**config.mk**
```make
export PLATFORM = sky130hd
export DESIGN_NAME = wshb_stream_sink_flat
export DESIGN_NICKNAME = d
export VERILOG_FILES = /design/src/rtl/video_pkg.sv /design/src/rtl/wshb_if.sv /design/src/rtl/sync_fifo.sv /design/src/rtl/wshb_stream_sink.sv /design/src/flat_wrapper.sv
export SDC_FILE = /design/constraint.sdc
export NUM_CORES = 1
export LEC_CHECK = 0
export ABC_AREA = 1
export BUFFER_PORTS_ARGS = -buffer_cell sky130_fd_sc_hd__clkbuf_2
export CORE_AREA = 2 2 213 215
export CTS_CLUSTER_DIAMETER = 120
export DETAILED_ROUTE_END_ITERATION = 8
export DIE_AREA = 0 0 215 217
export GPL_TIMING_DRIVEN = 0
export PLACE_DENSITY = 0.76
export REMOVE_ABC_BUFFERS = 1
export SYNTH_ARGS = -nofsm -noshare
export SYNTH_HDL_FRONTEND = slang
export SYNTH_HIERARCHICAL = 1
export SYNTH_SLANG_ARGS = --single-unit
```
**constraint.sdc**
```tcl
create_clock -name sys_clk -period 3.6 [get_ports sys_clk]
set_input_delay 0.36 -clock sys_clk [delete_from_list [all_inputs] [get_ports sys_clk]]
set_output_delay 0.36 -clock sys_clk [all_outputs]
set_load 0.05 [all_outputs]
```
**src/rtl/video_pkg.sv**
```systemverilog
// Shared types for the video capture path.
//   fifo_entry_t : one FIFO entry, start-of-frame flag plus a 32-bit pixel word.
//   Status word  : {level[15:0], drop_cnt[15:0]}, returned on bus reads.
package video_pkg;

  typedef struct packed {
    logic        sof;
    logic [31:0] data;
  } fifo_entry_t;

  localparam int          STAT_FIELD_W  = 16;
  localparam int          STAT_LEVEL_LSB = 16;
  localparam int          STAT_DROP_LSB  = 0;
  localparam logic [3:0]  SEL_ALL        = 4'hF;
  localparam logic [15:0] DROP_CNT_MAX   = 16'hFFFF;

  function automatic logic [31:0] status_word(input logic [STAT_FIELD_W-1:0] level,
                                              input logic [STAT_FIELD_W-1:0] drop_cnt);
    logic [31:0] w;
    w = '0;
    w[STAT_LEVEL_LSB +: STAT_FIELD_W] = level;
    w[STAT_DROP_LSB  +: STAT_FIELD_W] = drop_cnt;
    return w;
  endfunction

endpackage

```
**src/rtl/wshb_if.sv**
```systemverilog
// Wishbone classic bus bundle.
//   master -> slave : cyc, stb, we, adr, dat_ms, sel, cti, bte
//   slave -> master : ack, err, rty, dat_sm
interface wshb_if #(
  parameter int DATA_BYTES = 4
);
  logic                    cyc;
  logic                    stb;
  logic                    we;
  logic [31:0]             adr;
  logic [DATA_BYTES*8-1:0] dat_ms;
  logic [DATA_BYTES*8-1:0] dat_sm;
  logic [DATA_BYTES-1:0]   sel;
  logic [2:0]              cti;
  logic [1:0]              bte;
  logic                    ack;
  logic                    err;
  logic                    rty;

  modport slave  (input  cyc, stb, we, adr, dat_ms, sel, cti, bte,
                  output ack, err, rty, dat_sm);
  modport master (output cyc, stb, we, adr, dat_ms, sel, cti, bte,
                  input  ack, err, rty, dat_sm);
endinterface

```
**src/rtl/sync_fifo.sv**
```systemverilog
// Single-clock FIFO with registered level.
//   sys_clk/sys_rst : clock, async active-high reset (pointers and level only)
//   i_push/i_wdata  : write; ignored when full
//   i_pop           : read advance; ignored when empty
//   o_rdata         : head entry, combinational from registered state, 0 when empty
//   o_full/o_empty/o_level : registered occupancy, level in 0..DEPTH
module sync_fifo #(
  parameter  int WIDTH = 33,
  parameter  int DEPTH = 16,
  localparam int AW    = $clog2(DEPTH)
) (
  input  logic             sys_clk,
  input  logic             sys_rst,
  input  logic             i_push,
  input  logic [WIDTH-1:0] i_wdata,
  input  logic             i_pop,
  output logic [WIDTH-1:0] o_rdata,
  output logic             o_full,
  output logic             o_empty,
  output logic [AW:0]      o_level
);

  logic [WIDTH-1:0] r_mem [DEPTH];
  logic [AW-1:0]    r_wptr;
  logic [AW-1:0]    r_rptr;
  logic [AW:0]      r_level;
  logic             w_do_push;
  logic             w_do_pop;

  assign o_full    = (r_level == (AW+1)'(DEPTH));
  assign o_empty   = (r_level == '0);
  assign o_level   = r_level;
  assign w_do_push = i_push & ~o_full;
  assign w_do_pop  = i_pop & ~o_empty;

  // Gated so the head reads as zero while empty (including during reset),
  // since the storage array itself is not reset.
  assign o_rdata = o_empty ? '0 : r_mem[r_rptr];

  // DEPTH is a power of two, so pointer wrap is plain overflow.
  always_ff @(posedge sys_clk or posedge sys_rst) begin
    if (sys_rst) begin
      r_wptr  <= '0;
      r_rptr  <= '0;
      r_level <= '0;
    end else begin
      if (w_do_push) r_wptr <= r_wptr + 1'b1;
      if (w_do_pop)  r_rptr <= r_rptr + 1'b1;
      case ({w_do_push, w_do_pop})
        2'b10:   r_level <= r_level + 1'b1;
        2'b01:   r_level <= r_level - 1'b1;
        default: r_level <= r_level;
      endcase
    end
  end

  always_ff @(posedge sys_clk) begin
    if (w_do_push) r_mem[r_wptr] <= i_wdata;
  end

endmodule

```
**src/rtl/wshb_stream_sink.sv**
```systemverilog
// Wishbone classic slave that queues written pixel words into a FIFO and
// presents them as a valid/ready stream.
//   sys_clk, sys_rst : clock, async active-high reset
//   wshb_ifs         : Wishbone slave; full-word writes push, partial writes
//                      are dropped with err, reads return {level, drop_cnt}
//   out_valid/out_ready/out_data/out_sof : stream of FIFO head entries;
//                      out_sof marks words written at byte address 0
module wshb_stream_sink
  import video_pkg::*;
#(
  parameter int FIFO_DEPTH = 16
) (
  input  logic        sys_clk,
  input  logic        sys_rst,
  wshb_if.slave       wshb_ifs,
  output logic        out_valid,
  input  logic        out_ready,
  output logic [31:0] out_data,
  output logic        out_sof
);

  localparam int AW = $clog2(FIFO_DEPTH);

  logic        r_ack;
  logic        r_err;
  logic [31:0] r_dat;
  logic [15:0] r_drop_cnt;

  logic        w_req;
  logic        w_wr_ok;
  logic        w_wr_bad;
  logic        w_rd;
  logic        w_push;
  logic        w_pop;
  logic        w_full;
  logic        w_empty;
  logic [AW:0] w_level;
  logic [15:0] w_level16;
  fifo_entry_t w_wentry;
  fifo_entry_t w_head;
  logic        w_unused;

  // A request is live until it has been terminated; err terminates a
  // cycle just like ack, so a master still holding stb in the err cycle
  // is not counted twice.
  assign w_req    = wshb_ifs.cyc & wshb_ifs.stb & ~r_ack & ~r_err;
  assign w_wr_ok  = w_req & wshb_ifs.we & (wshb_ifs.sel == SEL_ALL);
  assign w_wr_bad = w_req & wshb_ifs.we & (wshb_ifs.sel != SEL_ALL);
  assign w_rd     = w_req & ~wshb_ifs.we;
  // Fullness is the registered level: a same-cycle pop does not make room,
  // the stalled write is accepted on the cycle after.
  assign w_push   = w_wr_ok & ~w_full;
  assign w_pop    = out_valid & out_ready;

  assign w_wentry.sof  = (wshb_ifs.adr == 32'h0);
  assign w_wentry.data = wshb_ifs.dat_ms;
  assign w_level16     = 16'(w_level);

  // Classic cycles only: burst tags carry no meaning here.
  assign w_unused = ^{wshb_ifs.cti, wshb_ifs.bte};

  sync_fifo #(
    .WIDTH ($bits(fifo_entry_t)),
    .DEPTH (FIFO_DEPTH)
  ) u_fifo (
    .sys_clk (sys_clk),
    .sys_rst (sys_rst),
    .i_push  (w_push),
    .i_wdata (w_wentry),
    .i_pop   (w_pop),
    .o_rdata (w_head),
    .o_full  (w_full),
    .o_empty (w_empty),
    .o_level (w_level)
  );

  always_ff @(posedge sys_clk or posedge sys_rst) begin
    if (sys_rst) begin
      r_ack      <= 1'b0;
      r_err      <= 1'b0;
      r_dat      <= '0;
      r_drop_cnt <= '0;
    end else begin
      r_ack <= w_push | w_rd;
      r_err <= w_wr_bad;
      // Only loaded for reads, so dat_sm is zero in every non-read cycle.
      r_dat <= w_rd ? status_word(w_level16, r_drop_cnt) : '0;
      if (w_wr_bad && r_drop_cnt != DROP_CNT_MAX)
        r_drop_cnt <= r_drop_cnt + 1'b1;
    end
  end

  assign wshb_ifs.ack    = r_ack;
  assign wshb_ifs.err    = r_err;
  assign wshb_ifs.rty    = 1'b0;
  assign wshb_ifs.dat_sm = r_dat;

  assign out_valid = ~w_empty;
  assign out_data  = w_head.data;
  assign out_sof   = w_head.sof;

endmodule

```
**src/flat_wrapper.sv**
```systemverilog
// flat-port wrapper written by rule: the top's interface ports become plain ports
module wshb_stream_sink_flat import video_pkg::*;
#(
  parameter int FIFO_DEPTH = 16
)
  (sys_clk, sys_rst, out_valid, out_ready, out_data, out_sof, wshb_ifs_cyc, wshb_ifs_stb, wshb_ifs_we, wshb_ifs_adr, wshb_ifs_dat_ms, wshb_ifs_sel, wshb_ifs_cti, wshb_ifs_bte, wshb_ifs_ack, wshb_ifs_err, wshb_ifs_rty, wshb_ifs_dat_sm);
  wshb_if #(.DATA_BYTES(4)) wshb_ifs_i ();
  input  logic sys_clk;
  input  logic sys_rst;
  output logic out_valid;
  input  logic out_ready;
  output logic [31:0] out_data;
  output logic out_sof;
  input wire logic [$bits(wshb_ifs_i.cyc)-1:0] wshb_ifs_cyc;
  input wire logic [$bits(wshb_ifs_i.stb)-1:0] wshb_ifs_stb;
  input wire logic [$bits(wshb_ifs_i.we)-1:0] wshb_ifs_we;
  input wire logic [$bits(wshb_ifs_i.adr)-1:0] wshb_ifs_adr;
  input wire logic [$bits(wshb_ifs_i.dat_ms)-1:0] wshb_ifs_dat_ms;
  input wire logic [$bits(wshb_ifs_i.sel)-1:0] wshb_ifs_sel;
  input wire logic [$bits(wshb_ifs_i.cti)-1:0] wshb_ifs_cti;
  input wire logic [$bits(wshb_ifs_i.bte)-1:0] wshb_ifs_bte;
  output wire logic [$bits(wshb_ifs_i.ack)-1:0] wshb_ifs_ack;
  output wire logic [$bits(wshb_ifs_i.err)-1:0] wshb_ifs_err;
  output wire logic [$bits(wshb_ifs_i.rty)-1:0] wshb_ifs_rty;
  output wire logic [$bits(wshb_ifs_i.dat_sm)-1:0] wshb_ifs_dat_sm;
  assign wshb_ifs_i.cyc = wshb_ifs_cyc;
  assign wshb_ifs_i.stb = wshb_ifs_stb;
  assign wshb_ifs_i.we = wshb_ifs_we;
  assign wshb_ifs_i.adr = wshb_ifs_adr;
  assign wshb_ifs_i.dat_ms = wshb_ifs_dat_ms;
  assign wshb_ifs_i.sel = wshb_ifs_sel;
  assign wshb_ifs_i.cti = wshb_ifs_cti;
  assign wshb_ifs_i.bte = wshb_ifs_bte;
  assign wshb_ifs_ack = wshb_ifs_i.ack;
  assign wshb_ifs_err = wshb_ifs_i.err;
  assign wshb_ifs_rty = wshb_ifs_i.rty;
  assign wshb_ifs_dat_sm = wshb_ifs_i.dat_sm;
  wshb_stream_sink #(.FIFO_DEPTH(FIFO_DEPTH)) u_core (.sys_clk(sys_clk), .sys_rst(sys_rst), .wshb_ifs(wshb_ifs_i), .out_valid(out_valid), .out_ready(out_ready), .out_data(out_data), .out_sof(out_sof));
endmodule
```
Word level (Yosys, flattened, before mapping)
Memories as Yosys holds them, arrays and structs flattened. Cells that the tools add are included.

Register bits: 63. Output and inout bits: 69. Input port bits: 79. RAM bits: 528. Memories: 1. Word-level logic and storage cells: 45.

Memories: u_core.u_fifo.r_mem (words 16, bits a word 33, rd ports 1, clocked after Yosys merged registers in 0, write ports 1, RTL line sync_fifo.sv:23) `logic [WIDTH-1:0] r_mem [DEPTH];`.

Reduce and logical (&&, ||, !) cells: 4. Muxes and demuxes: 5. $add $sub $neg: 5. Bitwise operators: 17. Eq/ne operators: 6.

Operators with widths (count): 33-bit two-way mux (1); 32-bit zero test (1); 21-bit two-way mux (1); 16-bit by 1-bit adder with 16-bit output, second input constant (1); 16-bit != test, second input constant (1); 1-bit bitwise AND (11); 5-bit case mux with 2 select lines (1); 4-bit by 1-bit adder with 4-bit output, second input constant (2); 5-bit by 1-bit adder with 5-bit output, second input constant (1); 5-bit equality test, second input constant (1); 5-bit zero test (1); 1-bit inverter (5); 5-bit by 1-bit subtractor with 5-bit output, second input constant (1); 4-bit equality test, second input constant (1); 4-bit != test, second input constant (1); 2-bit by 1-bit equality test with 1-bit output, second input constant (1); 2-bit equality test, second input constant (1); 1-bit two-way mux (2); 2-bit nonzero test (1); 1-bit logical AND (1); 1-bit OR (1).

Longest topological paths before layout
Word-level depth: 9. Mapped depth: 16. Mapped depth without buffers: 15.

Hierarchy
The synthesis kept the hierarchy.

Modules (own cells, without submodules): sync_fifo (area an instance 22150.0 um2, seq. area each 16180.5 um2, cells an instance 1858, instances 1); wshb_stream_sink (area an instance 2003.2 um2, seq. area each 975.9 um2, cells an instance 258, instances 1).

Worst setup path before layout
OpenSTA, ideal clock, no wires.

Path type: register to register. Start: register u_core.r_ack, in the netlist u_core/wshb_ifs.ack. End: memory u_core.u_fifo.r_mem[11][0] (enable). Stages on the path, launching flop included: 6. Buffers on the path: 0. Required time: 3136 ps. Data arrival time: 3602 ps. Setup time: 464 ps. Path slack: -467 ps. Period minus slack after synthesis: 4067 ps. Cells stage by stage: dfrtp_1 nor2_1 nand3_1 nor3_1 nand3_1 nor3_1.

Word-level cells in the longest chain between the ends: 9.

RTL lines: start, declared (RTL line wshb_stream_sink.sv:24) `logic r_ack;`; start signal, assigned (RTL line wshb_stream_sink.sv:84) `r_ack <= w_push | w_rd;`; 1-bit inverter (RTL line wshb_stream_sink.sv:46) `assign w_req = wshb_ifs.cyc & wshb_ifs.stb & ~r_ack & ~r_err;`; 1-bit bitwise AND (2 in a row) (RTL line wshb_stream_sink.sv:46); 1-bit bitwise AND (2 in a row) (RTL line wshb_stream_sink.sv:47) `assign w_wr_ok = w_req & wshb_ifs.we & (wshb_ifs.sel == SEL_ALL);`; 1-bit bitwise AND (RTL line wshb_stream_sink.sv:52) `assign w_push = w_wr_ok & ~w_full;`; net u_core.w_push (RTL line wshb_stream_sink.sv:33) `logic w_push;`; 1-bit bitwise AND (RTL line sync_fifo.sv:33) `assign w_do_push = i_push & ~o_full;`; 1-bit two-way mux (RTL line sync_fifo.sv:58) `if (w_do_push) r_mem[r_wptr] <= i_wdata;`; 1-bit two-way mux (implied by the code) (RTL line sync_fifo.sv:58); end, declared (RTL line sync_fifo.sv:23).

The timed path passes the listed nets, and every way through them passes these cells.

Worst setup path after layout
Start: register u_core.u_fifo.r_rptr[0]. End: output out_data[10].

Word-level cells in the longest chain between the ends: 2.

RTL lines: start, declared (RTL line sync_fifo.sv:25) `logic [AW-1:0] r_rptr;`; start signal, assigned (RTL line sync_fifo.sv:48) `if (w_do_pop) r_rptr <= r_rptr + 1'b1;`; memory read 16 x 33 bit; 33-bit two-way mux (RTL line sync_fifo.sv:38) `assign o_rdata = o_empty ? '0 : r_mem[r_rptr];`; end, declared (RTL line flat_wrapper.sv:12) `output logic [31:0] out_data;`.

No other way between the ends.

==> impl_metrics.ini <==
[routing]
viasPerCell = 5.843
wl_mm = 58.45
vias = 16740
drt_pass1_iterations = 6
drt_iter0_drc = 1637
routedWlPerCell_um = 20.40
drcViolationCount = 0
antenna_left = 0

[timing]
finalCriticalPeriod_ns = 3.513
slew_headroom_pct = 33.33
drv_slew = 0
maxClockFrequency_mhz = 284.6
period_share_pct = 97.60
finalClockSkew_ns = 0.02580
finalHoldViolCount = 0
setup_violations = 0
tightest_slew_ns = 0.9946
fin_ws_ns = 0.08658

[job]
drv_cap = 0

[global_route]
grt_start_max_net_pins = 125
grt_usage_pct = 24.40
grt_pass1_vias = 16100
grt_pass1_wl_mm = 88.26
antenna_found_initial = 1
grt_overflow_total = 0

[finish]
fin_area_um2 = 27490
final_cells = 2865
fin_util_pct = 61.49
syn_to_final_growth_pct = 13.80
antenna_cells = 0
final_cell_mix = 767 x nand2_1, 528 x edfxtp_1, 421 x nand3_1
drive_gt1_share_pct = 12.49
final_common_cell = nand2_1
nets = 2313

[synth]
synth_cell_types = 33
yosys.area.top_type = edfxtp_1
synthTopCellsByArea = edfxtp_1 66%, nand2_1 12%, nand3_1 8.7%
syn_area_per_cell_um2 = 11.41
synth-seq-cells = 580
yosysWarnings = 6
ys_seq_area_share_pct = 71.03
ys_async_sr_fraction_pct = 8.966
synth_edf_count = 528
synthCells = 2116
synth.cell_area_um2 = 24150
ys.flop_type = edfxtp_1
synth_top_cell_area_share_pct = 65.64

[power_and_ir_drop]
pwr_density_cell_nw_per_um2 = 782.8
p_leak_nw = 10.42
vdd_drop_max_mv = 0.5911

[floorplanning]
die-area_um2 = 46660
core_um2 = 44700
start_util_pct = 54.04
ios = 148
rows = 78
die_x_um = 215
die_h_um = 217

[worst_setup_path]
critPathMaxFanout = 124
reg2reg_from = u_core/u_fifo/o_level[0]$_DFFE_PP0P_
start_kind = flip-flop
r2r_cells = 13
path_class = flip-flop to output port
end_kind = output port
startpoint = u_core/u_fifo/r_rptr[0]$_DFFE_PP0P_
critPathArrivalTime_ns = 3.15
cp.required_ns = 3.24

[min_path]
hold_depth = 3
hold_start = wshb_ifs_we
hold_class = primary input to flip-flop

[cts]
cts_tree = yes
cts_sinks = 580
cts_htree_levels = 2
clockRootBuffer = clkbuf_16
clkSlewWorstSetupHoldPaths_ns = 0.06
cts_buffers = 55
clockBufferDepth = 3
clock_latency_ns = 0.59

[outcome]
status = finished clean

[placement]
dp_slack_ns = 0.002639
hpwlAfterDp_mm = 31.29
place_area_um2 = 25570
dpl.cell_count = 2761
port_buffers = 130
gp_congestion = 0.8340
cell families (layout without fill, tap and decap cells):
kind of cell | count (synthesis) | after routing | share of synthesized area (%)
and+or+nand+nor | 1283 | 1283 | 22.46
buffers and inverters | 180 | 318 | 4.341
other | 1 | 12 | 0.01553
DFF | 580 | 580 | 71.03
AOI/OAI and AO/OA | 45 | 45 | 1.010
muxes | 1 | 1 | 0.04662
xor gates and xnor gates | 16 | 16 | 0.5802
adders and majority gates | 10 | 10 | 0.5180
stage by stage:
stage / power, mW / hold WS [ns] / TNS, ns
2_1_floorplan: 13.28 / 0.2370 / -208.58
3_3_place_gp: 14.16 / 0.4189 / -1334.89
3_5_place_dp: 15.62 / 0.4246 / 0
6_report: 21.52 / 0.1556 / 0
5_1_grt: 22.49 / 0.1630 / -0.005419
4_1_cts: 21.43 / 0.1395 / 0
synthesized netlist by cell type (2+ instances only):
cell type / number
a21oi_1: 35
buf_1: 8
buf_2: 43
buf_4: 44
buf_6: 18
clkbuf_1: 17
dfrtp_1: 52
edfxtp_1: 528
ha_1: 10
inv_1: 47
nand2_1: 768
nand3_1: 421
nand4_1: 8
nor2_1: 72
nor2_4: 5
nor3_1: 4
nor4_1: 2
o21ai_0: 5
xnor2_1: 3
xor2_1: 13
metal layers:
metal,part of all wire (%),GRT usage (%),vias to the layer above
met5,0.027,0,-
met4,3.6,11.06,2
met3,9.1,3.816,166
met2,49,41.52,930
met1,38,31.17,8161
li1,-,-,7482
path summary, 6_finish.rpt:
| path | slack, ns | endpoint |
|---|---|---|
| worst max-delay path | 0.09 | out_data[10] |
| worst min-delay path | 0.16 | u_core/wshb_ifs.ack$_DFF_PP0_ |
| worst max register to register | 0.46 | u_core/u_fifo/o_level[4]$_DFFE_PP0P_ |
| worst min register to register | 0.54 | u_core/r_drop_cnt[15]$_DFFE_PP0P_ |
| max in group asynchronous | 2.53 | u_core/r_drop_cnt[9]$_DFFE_PP0P_ |
| min in group asynchronous | 0.38 | u_core/u_fifo/o_level[0]$_DFFE_PP0P_ |
power by group:
group          total (mW)  leakage, nW  internal (mW)  switching [mW]
sequential           7.78         5.40           7.45           0.332
clock                5.68        0.862           3.31            2.37
combinational        8.05         4.16           2.20            5.85
total                21.5         10.4           13.0            8.55
final cells by class:
| cell class | count | area, µm² |
|---|---|---|
| fill | 3296 | 17210 |
| sequential | 580 | 17170 |
| multi-input combinational | 1367 | 6108 |
| clock buffer | 68 | 1468 |
| timing repair buffer | 171 | 1468 |
| tap | 600 | 750.7 |
| clock inverter | 30 | 300.3 |
| inverter | 49 | 222.7 |
state kept, by name, indices dropped and copies added, names as in the netlist:
name / count
u_core/r_drop_cnt: 16
u_core/u_fifo/o_level: 5
u_core/u_fifo/r_mem: 528
u_core/u_fifo/r_rptr: 4
u_core/u_fifo/r_wptr: 4
u_core/wshb_ifs.ack: 1
u_core/wshb_ifs.dat_sm: 21
u_core/wshb_ifs.err: 1
repair_timing:
action | 4_1_cts | 5_1_grt
hold buffers | 1 | 0
hold endpoints to repair | 31 | 0
cloned | 1 | 1
endpoints found under the setup margin | 27 | 93
setup buffers | 2 | 0
resized for setup | 2 | 4
critical path, cell delays in order (launching register included):
cell,delay [ns]
dfrtp_4,0.66
clkinv_16,0.33
buf_16,0.33
nand2_1,0.12
nand3_1,0.12
nand3_1,0.12
nand2_1,0.08
nand2_1,0.04
a21oi_1,0.35
clkbuf_2,0.36
No activity file was read; power rests on OpenSTA's default activity.
